File: config.mk
export PLATFORM = sky130hd
export DESIGN_NAME = vram_seq_flat
export DESIGN_NICKNAME = d
export VERILOG_FILES = /design/src/rtl/vram_seq_pkg.sv /design/src/rtl/vram_seq_if.sv /design/src/rtl/vram_refresh_timer.sv /design/src/rtl/vram_seq.sv /design/src/flat_wrapper.sv
export SDC_FILE = /design/constraint.sdc
export NUM_CORES = 1
export LEC_CHECK = 0
export BUFFER_PORTS_ARGS = -buffer_cell sky130_fd_sc_hd__buf_2
export CAP_MARGIN = 25
export CORE_MARGIN = 1.5
export CORE_UTILIZATION = 25
export DETAILED_ROUTE_END_ITERATION = 10
export MAX_ROUTING_LAYER = met4
export PLACE_DENSITY = 0.49
export RECOVER_POWER = 100
export REMOVE_ABC_BUFFERS = 1
export SLEW_MARGIN = 20
export SYNTH_ARGS = -nofsm -noshare
export SYNTH_HDL_FRONTEND = slang
export SYNTH_SLANG_ARGS = --single-unit
export TNS_END_PERCENT = 1
File: constraint.sdc
create_clock -name MCLK -period 2.8 [get_ports MCLK]
set_input_delay 0.42 -clock MCLK [delete_from_list [all_inputs] [get_ports MCLK]]
set_output_delay 0.42 -clock MCLK [all_outputs]
set_load 0.01 [all_outputs]
File: src/rtl/vram_seq_pkg.sv
// Shared definitions for the VRAM timing sequencer: FSM state codes,
// cycle-type encoding and the strobe bundle.
package vram_seq_pkg;

  localparam logic [2:0] S_IDLE = 3'd0;
  localparam logic [2:0] S_ROW  = 3'd1;
  localparam logic [2:0] S_COL  = 3'd2;
  localparam logic [2:0] S_XOE  = 3'd3;
  localparam logic [2:0] S_PRE  = 3'd4;
  localparam logic [2:0] S_REF  = 3'd5;

  typedef enum logic [1:0] {
    CYC_RD   = 2'd0,
    CYC_WR   = 2'd1,
    CYC_XFER = 2'd2,
    CYC_REF  = 2'd3
  } cyc_t;

  // Active-low DRAM control strobes; '1 is the idle (precharge) pattern.
  typedef struct packed {
    logic ras;
    logic cas;
    logic we;
    logic oe;
  } strobe_t;

  function automatic logic [7:0] row_of(input logic [15:0] addr);
    return addr[15:8];
  endfunction

  function automatic logic [7:0] col_of(input logic [15:0] addr);
    return addr[7:0];
  endfunction

endpackage

File: src/rtl/vram_seq_if.sv
// Host-side handshake bundle of the sequencer: byte access, read response
// and row-transfer request.
interface vram_seq_if;
  logic        req_valid;
  logic        req_ready;
  logic        req_wr;
  logic [15:0] req_addr;
  logic [7:0]  req_wdata;
  logic        rsp_valid;
  logic [7:0]  rsp_rdata;
  logic        xfer_valid;
  logic        xfer_ready;
  logic [15:0] xfer_addr;

  modport master (
    output req_valid, req_wr, req_addr, req_wdata, xfer_valid, xfer_addr,
    input  req_ready, rsp_valid, rsp_rdata, xfer_ready
  );

  modport slave (
    input  req_valid, req_wr, req_addr, req_wdata, xfer_valid, xfer_addr,
    output req_ready, rsp_valid, rsp_rdata, xfer_ready
  );
endinterface

File: src/rtl/vram_refresh_timer.sv
// Free-running refresh interval counter with a single-entry pending flag
// and the 8-bit RAS-only refresh row pointer.
module vram_refresh_timer #(
  parameter int unsigned REF_INTERVAL = 128
) (
  input  logic       MCLK,
  input  logic       reset,
  input  logic       clr_pending,
  input  logic       inc_row,
  output logic       pending,
  output logic [7:0] row
);

  localparam int unsigned CW = (REF_INTERVAL > 1) ? $clog2(REF_INTERVAL) : 1;
  localparam logic [CW-1:0] LAST = CW'(REF_INTERVAL - 1);

  logic [CW-1:0] cnt_q, cnt_d;
  logic          pend_q, pend_d;
  logic [7:0]    row_q, row_d;
  logic          expire;

  // NOTE: every variable gets its default at the top of always_comb, so no path leaves it unassigned and infers a latch.
  always_comb begin
    expire = (cnt_q == LAST);
    cnt_d  = expire ? '0 : cnt_q + CW'(1);
    pend_d = pend_q;
    if (expire) pend_d = 1'b1;
    // Clearing wins: an expiry landing while a refresh is already owed is absorbed.
    if (clr_pending) pend_d = 1'b0;
    row_d  = inc_row ? row_q + 8'd1 : row_q;
  end

  // NOTE: flops use non-blocking assignments so every register samples its pre-edge inputs.
  always_ff @(posedge MCLK) begin
    if (reset) begin
      cnt_q  <= '0;
      pend_q <= 1'b0;
      row_q  <= 8'd0;
    end else begin
      cnt_q  <= cnt_d;
      pend_q <= pend_d;
      row_q  <= row_d;
    end
  end

  assign pending = pend_q;
  assign row     = row_q;

endmodule

File: src/rtl/vram_seq.sv
// Dual-port VRAM timing sequencer: arbitrates refresh, row transfer and
// byte access into registered RAS/CAS/WE/OE sequences, plus a serial-clock pulser.
module vram_seq
  import vram_seq_pkg::*;
#(
  parameter int unsigned T_RCD        = 2,
  parameter int unsigned T_CAS        = 2,
  parameter int unsigned T_RP         = 2,
  parameter int unsigned REF_INTERVAL = 128,
  parameter int unsigned T_REF        = 2
) (
  input  logic       MCLK,
  input  logic       reset,
  vram_seq_if.slave  host,
  input  logic       sc_req,
  output logic       sc_busy,
  input  logic       sd_enable,
  output logic       ram_RAS,
  output logic       ram_CAS,
  output logic       ram_WE,
  output logic       ram_OE,
  output logic       ram_SC,
  output logic       ram_SE,
  output logic [7:0] ram_AD,
  output logic [7:0] ram_RD_o,
  output logic       ram_RD_d,
  input  logic [7:0] ram_RD_i
);

  logic [2:0]  state_q, state_d;
  cyc_t        cyc_q, cyc_d;
  logic [7:0]  cnt_q, cnt_d;
  logic [15:0] addr_q, addr_d;
  logic [7:0]  wdata_q, wdata_d;
  strobe_t     stb_q, stb_d;
  logic [7:0]  ad_q, ad_d, rdo_q, rdo_d;
  logic        rdd_q, rdd_d, se_q, se_d;
  logic        rsp_valid_q, rsp_valid_d;
  logic [7:0]  rsp_rdata_q, rsp_rdata_d;
  logic [1:0]  sc_q, sc_d;
  logic        ref_pending, ref_clr, ref_inc;
  logic [7:0]  ref_row;
  logic        cas_last, xfer_hold;

  vram_refresh_timer #(.REF_INTERVAL(REF_INTERVAL)) u_ref (
    .MCLK        (MCLK),
    .reset       (reset),
    .clr_pending (ref_clr),
    .inc_row     (ref_inc),
    .pending     (ref_pending),
    .row         (ref_row)
  );

  always_comb begin
    state_d         = state_q;
    cyc_d           = cyc_q;
    addr_d          = addr_q;
    wdata_d         = wdata_q;
    host.req_ready  = 1'b0;
    host.xfer_ready = 1'b0;
    ref_clr         = 1'b0;
    ref_inc         = 1'b0;
    cas_last        = (cnt_q == 8'(T_CAS - 1));
    case (state_q)
      S_IDLE: if (!reset) begin
        if (ref_pending) begin
          state_d = S_REF;
          cyc_d   = CYC_REF;
          ref_clr = 1'b1;
        end else if (host.xfer_valid) begin
          host.xfer_ready = 1'b1;
          state_d         = S_ROW;
          cyc_d           = CYC_XFER;
          addr_d          = host.xfer_addr;
        end else if (host.req_valid) begin
          host.req_ready = 1'b1;
          state_d        = S_ROW;
          cyc_d          = host.req_wr ? CYC_WR : CYC_RD;
          addr_d         = host.req_addr;
          wdata_d        = host.req_wdata;
        end
      end
      S_ROW: if (cnt_q == 8'(T_RCD - 1)) state_d = S_COL;
      // A transfer only needs one CAS cycle before OE is raised to fire the load.
      S_COL: begin
        if (cyc_q == CYC_XFER) state_d = S_XOE;
        else if (cas_last)     state_d = S_PRE;
      end
      S_XOE: state_d = S_PRE;
      S_PRE: if (cnt_q == 8'(T_RP - 1)) state_d = S_IDLE;
      S_REF: if (cnt_q == 8'(T_REF - 1)) begin
        state_d = S_PRE;
        ref_inc = 1'b1;
      end
      default: state_d = S_IDLE;
    endcase
    cnt_d = (state_d != state_q) ? 8'd0 : cnt_q + 8'd1;

    rsp_valid_d = (state_q == S_COL) && (cyc_q == CYC_RD) && cas_last;
    rsp_rdata_d = rsp_valid_d ? ram_RD_i : rsp_rdata_q;
  end

  // Strobes are decoded from the next state and registered, so pins change only on MCLK.
  always_comb begin
    stb_d = '1;
    ad_d  = ad_q;
    rdo_d = rdo_q;
    rdd_d = 1'b1;
    case (state_d)
      S_ROW: begin
        stb_d.ras = 1'b0;
        stb_d.oe  = (cyc_d != CYC_XFER);
        ad_d      = row_of(addr_d);
      end
      S_COL: begin
        stb_d.ras = 1'b0;
        stb_d.cas = 1'b0;
        ad_d      = col_of(addr_d);
        if (cyc_d == CYC_WR) begin
          stb_d.we = 1'b0;
          rdd_d    = 1'b0;
          rdo_d    = wdata_d;
        end else begin
          stb_d.oe = 1'b0;
        end
      end
      S_XOE: begin
        stb_d.ras = 1'b0;
        stb_d.cas = 1'b0;
      end
      S_REF: begin
        stb_d.ras = 1'b0;
        ad_d      = ref_row;
      end
      default: ;
    endcase
  end

  always_comb begin
    xfer_hold = ((state_q == S_COL) && (cyc_q == CYC_XFER)) || (state_q == S_XOE);
    sc_busy   = (sc_q != 2'b00) || xfer_hold;
    case (sc_q)
      2'b00:   sc_d = (sc_req && !sc_busy) ? 2'b01 : 2'b00;
      2'b01:   sc_d = 2'b10;
      default: sc_d = 2'b00;
    endcase
    se_d = ~sd_enable;
  end

  always_ff @(posedge MCLK) begin
    if (reset) begin
      state_q     <= S_IDLE;
      cyc_q       <= CYC_RD;
      cnt_q       <= 8'd0;
      addr_q      <= 16'd0;
      wdata_q     <= 8'd0;
      stb_q       <= '1;
      ad_q        <= 8'd0;
      rdo_q       <= 8'd0;
      rdd_q       <= 1'b1;
      se_q        <= 1'b1;
      rsp_valid_q <= 1'b0;
      rsp_rdata_q <= 8'd0;
      sc_q        <= 2'b00;
    end else begin
      state_q     <= state_d;
      cyc_q       <= cyc_d;
      cnt_q       <= cnt_d;
      addr_q      <= addr_d;
      wdata_q     <= wdata_d;
      stb_q       <= stb_d;
      ad_q        <= ad_d;
      rdo_q       <= rdo_d;
      rdd_q       <= rdd_d;
      se_q        <= se_d;
      rsp_valid_q <= rsp_valid_d;
      rsp_rdata_q <= rsp_rdata_d;
      sc_q        <= sc_d;
    end
  end

  assign ram_RAS        = stb_q.ras;
  assign ram_CAS        = stb_q.cas;
  assign ram_WE         = stb_q.we;
  assign ram_OE         = stb_q.oe;
  assign ram_SC         = sc_q[0];
  assign ram_SE         = se_q;
  assign ram_AD         = ad_q;
  assign ram_RD_o       = rdo_q;
  assign ram_RD_d       = rdd_q;
  assign host.rsp_valid = rsp_valid_q;
  assign host.rsp_rdata = rsp_rdata_q;

endmodule

File: src/flat_wrapper.sv
// flat-port wrapper written by rule: the top's interface ports become plain ports
module vram_seq_flat import vram_seq_pkg::*;
#(
  parameter int unsigned T_RCD        = 2,
  parameter int unsigned T_CAS        = 2,
  parameter int unsigned T_RP         = 2,
  parameter int unsigned REF_INTERVAL = 128,
  parameter int unsigned T_REF        = 2
)
  (MCLK, reset, sc_req, sc_busy, sd_enable, ram_RAS, ram_CAS, ram_WE, ram_OE, ram_SC, ram_SE, ram_AD, ram_RD_o, ram_RD_d, ram_RD_i, host_req_valid, host_req_wr, host_req_addr, host_req_wdata, host_xfer_valid, host_xfer_addr, host_req_ready, host_rsp_valid, host_rsp_rdata, host_xfer_ready);
  vram_seq_if host_i ();
  input  logic MCLK;
  input  logic reset;
  input  logic sc_req;
  output logic sc_busy;
  input  logic sd_enable;
  output logic ram_RAS;
  output logic ram_CAS;
  output logic ram_WE;
  output logic ram_OE;
  output logic ram_SC;
  output logic ram_SE;
  output logic [7:0] ram_AD;
  output logic [7:0] ram_RD_o;
  output logic ram_RD_d;
  input  logic [7:0] ram_RD_i;
  input wire logic [$bits(host_i.req_valid)-1:0] host_req_valid;
  input wire logic [$bits(host_i.req_wr)-1:0] host_req_wr;
  input wire logic [$bits(host_i.req_addr)-1:0] host_req_addr;
  input wire logic [$bits(host_i.req_wdata)-1:0] host_req_wdata;
  input wire logic [$bits(host_i.xfer_valid)-1:0] host_xfer_valid;
  input wire logic [$bits(host_i.xfer_addr)-1:0] host_xfer_addr;
  output wire logic [$bits(host_i.req_ready)-1:0] host_req_ready;
  output wire logic [$bits(host_i.rsp_valid)-1:0] host_rsp_valid;
  output wire logic [$bits(host_i.rsp_rdata)-1:0] host_rsp_rdata;
  output wire logic [$bits(host_i.xfer_ready)-1:0] host_xfer_ready;
  assign host_i.req_valid = host_req_valid;
  assign host_i.req_wr = host_req_wr;
  assign host_i.req_addr = host_req_addr;
  assign host_i.req_wdata = host_req_wdata;
  assign host_i.xfer_valid = host_xfer_valid;
  assign host_i.xfer_addr = host_xfer_addr;
  assign host_req_ready = host_i.req_ready;
  assign host_rsp_valid = host_i.rsp_valid;
  assign host_rsp_rdata = host_i.rsp_rdata;
  assign host_xfer_ready = host_i.xfer_ready;
  vram_seq #(.T_RCD(T_RCD), .T_CAS(T_CAS), .T_RP(T_RP), .REF_INTERVAL(REF_INTERVAL), .T_REF(T_REF)) u_core (.MCLK(MCLK), .reset(reset), .host(host_i), .sc_req(sc_req), .sc_busy(sc_busy), .sd_enable(sd_enable), .ram_RAS(ram_RAS), .ram_CAS(ram_CAS), .ram_WE(ram_WE), .ram_OE(ram_OE), .ram_SC(ram_SC), .ram_SE(ram_SE), .ram_AD(ram_AD), .ram_RD_o(ram_RD_o), .ram_RD_d(ram_RD_d), .ram_RD_i(ram_RD_i));
endmodule
Yosys cells after proc, flatten, opt, wreduce, memory -nomap -nowiden
Index checks and enable logic that the tools add are counted.
{"block": "word_totals", "register_bits": 85, "inputBits": 55}
{"block": "op_classes", "add_sub_neg": 3, "eq_ne": 16, "n_mux": 45, "bitwise_logic": 2, "reduce_logical": 19}
{"op": "16-bit two-way mux", "n": 4}
{"op": "8-bit two-way mux", "n": 4}
{"op": "3-bit two-way mux", "n": 8}
{"op": "8-bit case mux with 3 select lines", "n": 1}
{"op": "1-bit two-way mux", "n": 20}
{"op": "3-bit case mux with 6 select lines", "n": 1}
{"op": "8-bit by 1-bit adder with 8-bit output (second input constant)", "n": 2}
{"op": "3-bit by 2-bit equality test with 1-bit output (second input constant)", "n": 4}
{"op": "2-bit two-way mux", "n": 5}
{"op": "2-bit OR reduction", "n": 5}
{"op": "3-bit equality test (second input constant)", "n": 3}
{"op": "8-bit by 1-bit equality test with 1-bit output (second input constant)", "n": 1}
{"op": "7-bit by 1-bit adder with 7-bit output (second input constant)", "n": 1}
{"op": "7-bit equality test (second input constant)", "n": 1}
{"op": "3-bit by 1-bit equality test with 1-bit output (second input constant)", "n": 2}
{"op": "2-bit by 1-bit equality test with 1-bit output (second input constant)", "n": 2}
{"op": "1-bit logical AND", "n": 4}
{"op": "2-bit logical NOT", "n": 2}
{"op": "2-bit case mux with 2 select lines", "n": 1}
{"op": "4-bit OR reduction", "n": 1}
{"op": "3-bit logical NOT", "n": 1}
{"op": "3-bit != test", "n": 1}
{"op": "3-bit nonzero test", "n": 1}
{"op": "2-bit equality test (second input constant)", "n": 1}
{"op": "7 further kinds", "n": 9}

Logic depth before layout (Yosys ltp)
{"block": "depth", "ltp_word": 9, "ltp_mapped": 8}

By module
Synthesis repeated with hierarchy kept, for this count alone.
{"block": "hier_totals", "hier_cells": 430, "area_unflattened_um2": 3728.6}
{"mod": "vram_seq", "n_inst": 1, "cells_per_inst": 360, "area_per_inst_um2": 3090.5, "seq_area_each_um2": 1381.3}
{"mod": "vram_refresh_timer", "n_inst": 1, "cells_per_inst": 70, "area_per_inst_um2": 638.1, "seq_area_each_um2": 320.3}

Least setup slack after synthesis
OpenSTA, ideal clock, no wires.
{"block": "synth_timing", "path_kind": "register to register", "startpoint": "register u_core.cnt_q[0]", "endpoint": "register u_core.stb_q (netlist bit u_core.ram_OE)", "arrival_time_ps": 2238, "required_time_ps": 2656, "setup_slack_ps": 418, "stages_incl_launch_ff": 8, "path_buffers": 1, "cell_sequence": "dfxtp_1 ha_1 or4b_4 or4_4 a211oi_4 buf_2 nor3b_1 a211oi_1"}
{"block": "synth_between", "elab_chain_cells": 6, "word_cells_on_any_way": 9, "cone_classes": "eq/ne (3); mux (6)"}
{"item": "start: declaration", "line_no": "vram_seq.sv:32", "text": "logic [7:0] cnt_q, cnt_d;"}
{"item": "start signal: assignment", "line_no": "vram_seq.sv:168", "text": "cnt_q <= cnt_d;"}
{"item": "8-bit by 1-bit equality test with 1-bit output (*)"}
{"item": "3-bit two-way mux", "line_no": "vram_seq.sv:87, vram_seq.sv:91"}
{"item": "3-bit two-way mux", "line_no": "vram_seq.sv:86", "text": "if (cyc_q == CYC_XFER) state_d = S_XOE;"}
{"item": "3-bit case mux with 6 select lines (*)", "line_no": "vram_seq.sv:64", "text": "case (state_q)"}
{"item": "3-bit by 2-bit equality test with 1-bit output or 3-bit by 1-bit equality test with 1-bit output (tied branches)", "line_no": "vram_seq.sv:109", "text": "case (state_d)"}
{"item": "1-bit case mux with 2 select lines (*)", "line_no": "vram_seq.sv:109"}
{"item": "end signal: assignment", "line_no": "vram_seq.sv:171", "text": "stb_q <= stb_d;"}
{"item": "end: declaration", "line_no": "vram_seq.sv:35", "text": "strobe_t stb_q, stb_d;"}
Every way passes the cells marked *; elsewhere a longest branch is shown, timed or not.
A chain may end at the register's enable or synchronous reset.

Worst setup path after layout
Same ends and word-level chain as after synthesis.

==> impl_metrics.tcl <==
set metrics [dict create \
    status "finished clean" \
    reg2reg_depth 7 \
    endpoint "u_core.ram_OE$_SDFF_PP1_" \
    regToRegSetupSlack_ns 0.20 \
    synth_ff_type "dfxtp_1" \
    dp_hpwl_um 6970 \
    cts.sinks 85 \
    drtIter0Drc 213 \
    firstDrtPassIters 4 \
    required_ns 3.01 \
    coreArea_um2 14500 \
    critical_path.slowest_cell "or4_4" \
    grt_pass1_wl_um 15300 \
    pwr_density_cell_nw_per_um2 672 \
    relSlewSlack_pct 29.9 \
    reg2reg_from "u_core.cnt_q[0]$_SDFF_PP0_" \
    cp_max_fo 10 \
    grt_max_degree 54 \
    gr-total-overflow 0 \
    fin_crit_ns 2.60 \
    drive_gt1_share_pct 18.1 \
    peakVddDrop_uv 265 \
    htree_levels 3 \
    final_cell_mix "dfxtp_1 (85), buf_2 (54), nor2_1 (51)" \
    crit_start "u_core.cnt_q[0]$_SDFF_PP0_" \
    slowest_delay_ns 0.54 \
    cts_tree "built" \
    setup_violations 0 \
    endpoint_kind "register" \
    cp-start-kind "register" \
    final_common_cell "dfxtp_1" \
    syn_area_um2 3710 \
    critPathKind "register to register" \
    viasPerCell 4.72 \
    worstSkewPairLatency_ns 0.33 \
    cts_hold_buf 0 \
    fill_cells 1573 \
    netlist.area_leader.share_pct 45.8 \
    yosys_warnings 0 \
    final_max_slew_viol_count 0 \
    grt_util_all_layers_pct 12.5 \
    ys_async_sr_fraction_pct 0 \
    fin_skew_ns 0.00432 \
    synth_edf_count 0 \
    drt_wl_total_um 9530 \
    max_slew.worst_pin.slew_ns 1.05 \
    io_buffers 89 \
    fp.dieW_um 125 \
    die_y_um 125 \
    crit_chain "ha_1 > or4b_1 > or4_4 > a211oi_4 > buf_4 > nor3b_1 > a211oi_1" \
    rows 44 \
    fin_tns_setup_ns 0 \
    antennaDiodeCount 0 \
    hold_viol 0 \
    synthToLayoutAreaGrowth_pct 23.9 \
    r2r-end "u_core.ram_OE$_SDFF_PP1_" \
    leakage_uw 0.00193 \
    hold_ws_ns 0.251 \
    path_clk_slew_ns 0.06 \
    ios 90 \
    clock_path_buffers 2 \
    antenna_found_initial 0 \
    nNetsFinal 564 \
    yosysSeqAreaShare_pct 45.8 \
    clock-root-buffer "clkbuf_16" \
    cts_buffers 9 \
    die_area_um2 15600 \
    ys_seq_elements 85 \
    place_congestion 0.816 \
    initial_core_util_pct 25.6 \
    grt_pass1_vias 3084 \
    synthCells 414 \
    ant_nets 0 \
    drc 0 \
    fmax_mhz 384 \
    synth.avg_cell_area_um2 8.97 \
    cts_resized 0 \
    synth.area.top_cells "dfxtp_1 (46%), nor2_1 (5.1%), mux2i_1 (4.6%)" \
    wl_per_cell_um 13.8 \
    cts_setup_buffers 0 \
    synth_area_leader_cell "dfxtp_1" \
    post-route-period-util_pct 92.9 \
    yosysUniqueCellTypes 47 \
    vias 3268 \
    hold_class "input pin to register" \
    rsz0062_at_grt "false" \
    arrival_ns 2.81 \
    maxCapViolations 0 \
]
critical path, delay by kind of cell (launching register included):
kind	cells	cell delay, ns
compound gates	2	0.35
flops	1	0.42
simple gates	3	1.28
fa+ha+maj	1	0.19
buf+inv	1	0.23
worst min path at each step:
stage,start,end,depth (start not counted),slack [ns]
floorplan,u_core.sc_q[1]$_SDFF_PP0_,u_core.sc_q[1]$_SDFF_PP0_,1,0.40
global placement,u_core.sc_q[1]$_SDFF_PP0_,u_core.sc_q[1]$_SDFF_PP0_,1,0.41
detailed placement,u_core.sc_q[1]$_SDFF_PP0_,u_core.sc_q[1]$_SDFF_PP0_,1,0.43
CTS,sd_enable,u_core.ram_SE$_SDFF_PP1_,2,0.24
global route,sd_enable,u_core.ram_SE$_SDFF_PP1_,2,0.25
finish,sd_enable,u_core.ram_SE$_SDFF_PP1_,2,0.25
report_power, final:
group	total (uW)	internal, uW	switching (uW)
clock network	1080	636	447
registers	1380	1310	62.3
logic	633	248	385
total	3090	2200	894
metrics by stage:
step | instances | utilization, % | cell area (um^2) | total power, uW | worst slack, ns
floorplan | 390 | - | 3620 | 1790 | -0.0988
global placement | 678 | 30.3 | 4410 | 2050 | 0.342
detailed placement | 678 | 30.3 | 4410 | 2070 | 0.258
CTS | 692 | 32.1 | 4670 | 3160 | 0.0820
global route | 692 | 31.7 | 4600 | 3260 | 0.0708
finish | 692 | 31.7 | 4600 | 3090 | 0.198
synthesized netlist by cell type (all sizes together), types with 3 or more instances:
master   n
a21oi   27
or4      4
nor3    31
dfxtp   85
nor4b    3
and3     5
nand3b   3
o221ai   7
nand4    3
nor2    51
nand3   12
nand2   25
nor3b    5
nor2b   12
a211oi  11
xor2    12
inv      5
a21o     9
nor4    10
mux2     8
o21ai    4
ha       4
mux2i   17
nand2b   6
buf      7
xnor2    6
or3      9
clkbuf  17
final cells by class:
| cell class | instances | area [um^2] | area share [%] |
|---|---|---|---|
| timing repair buffer | 104 | 489 | 10.6 |
| tap | 184 | 230 | 5.00 |
| clock inverter | 2 | 10.0 | 0.217 |
| multi-input combinational | 300 | 1900 | 41.2 |
| sequential | 85 | 1700 | 37.0 |
| clock buffer | 12 | 256 | 5.57 |
| inverter | 5 | 18.8 | 0.408 |
state kept, by name, summed over array words and instances (netlist names), 3 cells and up:
signal and flops:
u_core.u_ref.row 8, u_core.wdata_q 8, u_core.cnt_q 8, u_core.u_ref.cnt_q 7
u_core.ram_RD_o 8, u_core.state_q 3, u_core.addr_q 16, u_core.host.rsp_rdata 8
u_core.ram_AD 8
kinds of logic (layout without fill, tap and decap cells):
group | Yosys count | in the layout | synth area share [%]
adder cells (fa/ha/maj) | 4 | 4 | 1.35
flip-flops | 85 | 85 | 45.8
multiplexers | 25 | 25 | 7.01
XOR/XNOR | 18 | 18 | 4.24
AO/OA/AOI/OAI | 70 | 70 | 12.8
AND/OR/NAND/NOR | 183 | 183 | 25.7
buffers and inverters | 29 | 123 | 3.13
metal layers:
layer	wire (um)	global-route usage (%)	share of wire [%]
met5	0	-	0
met3	446	3.22	4.7
met1	4530	15.7	48
met4	39	3.28	0.41
met2	4510	20.1	47
(Power assumes the default switching activity.)
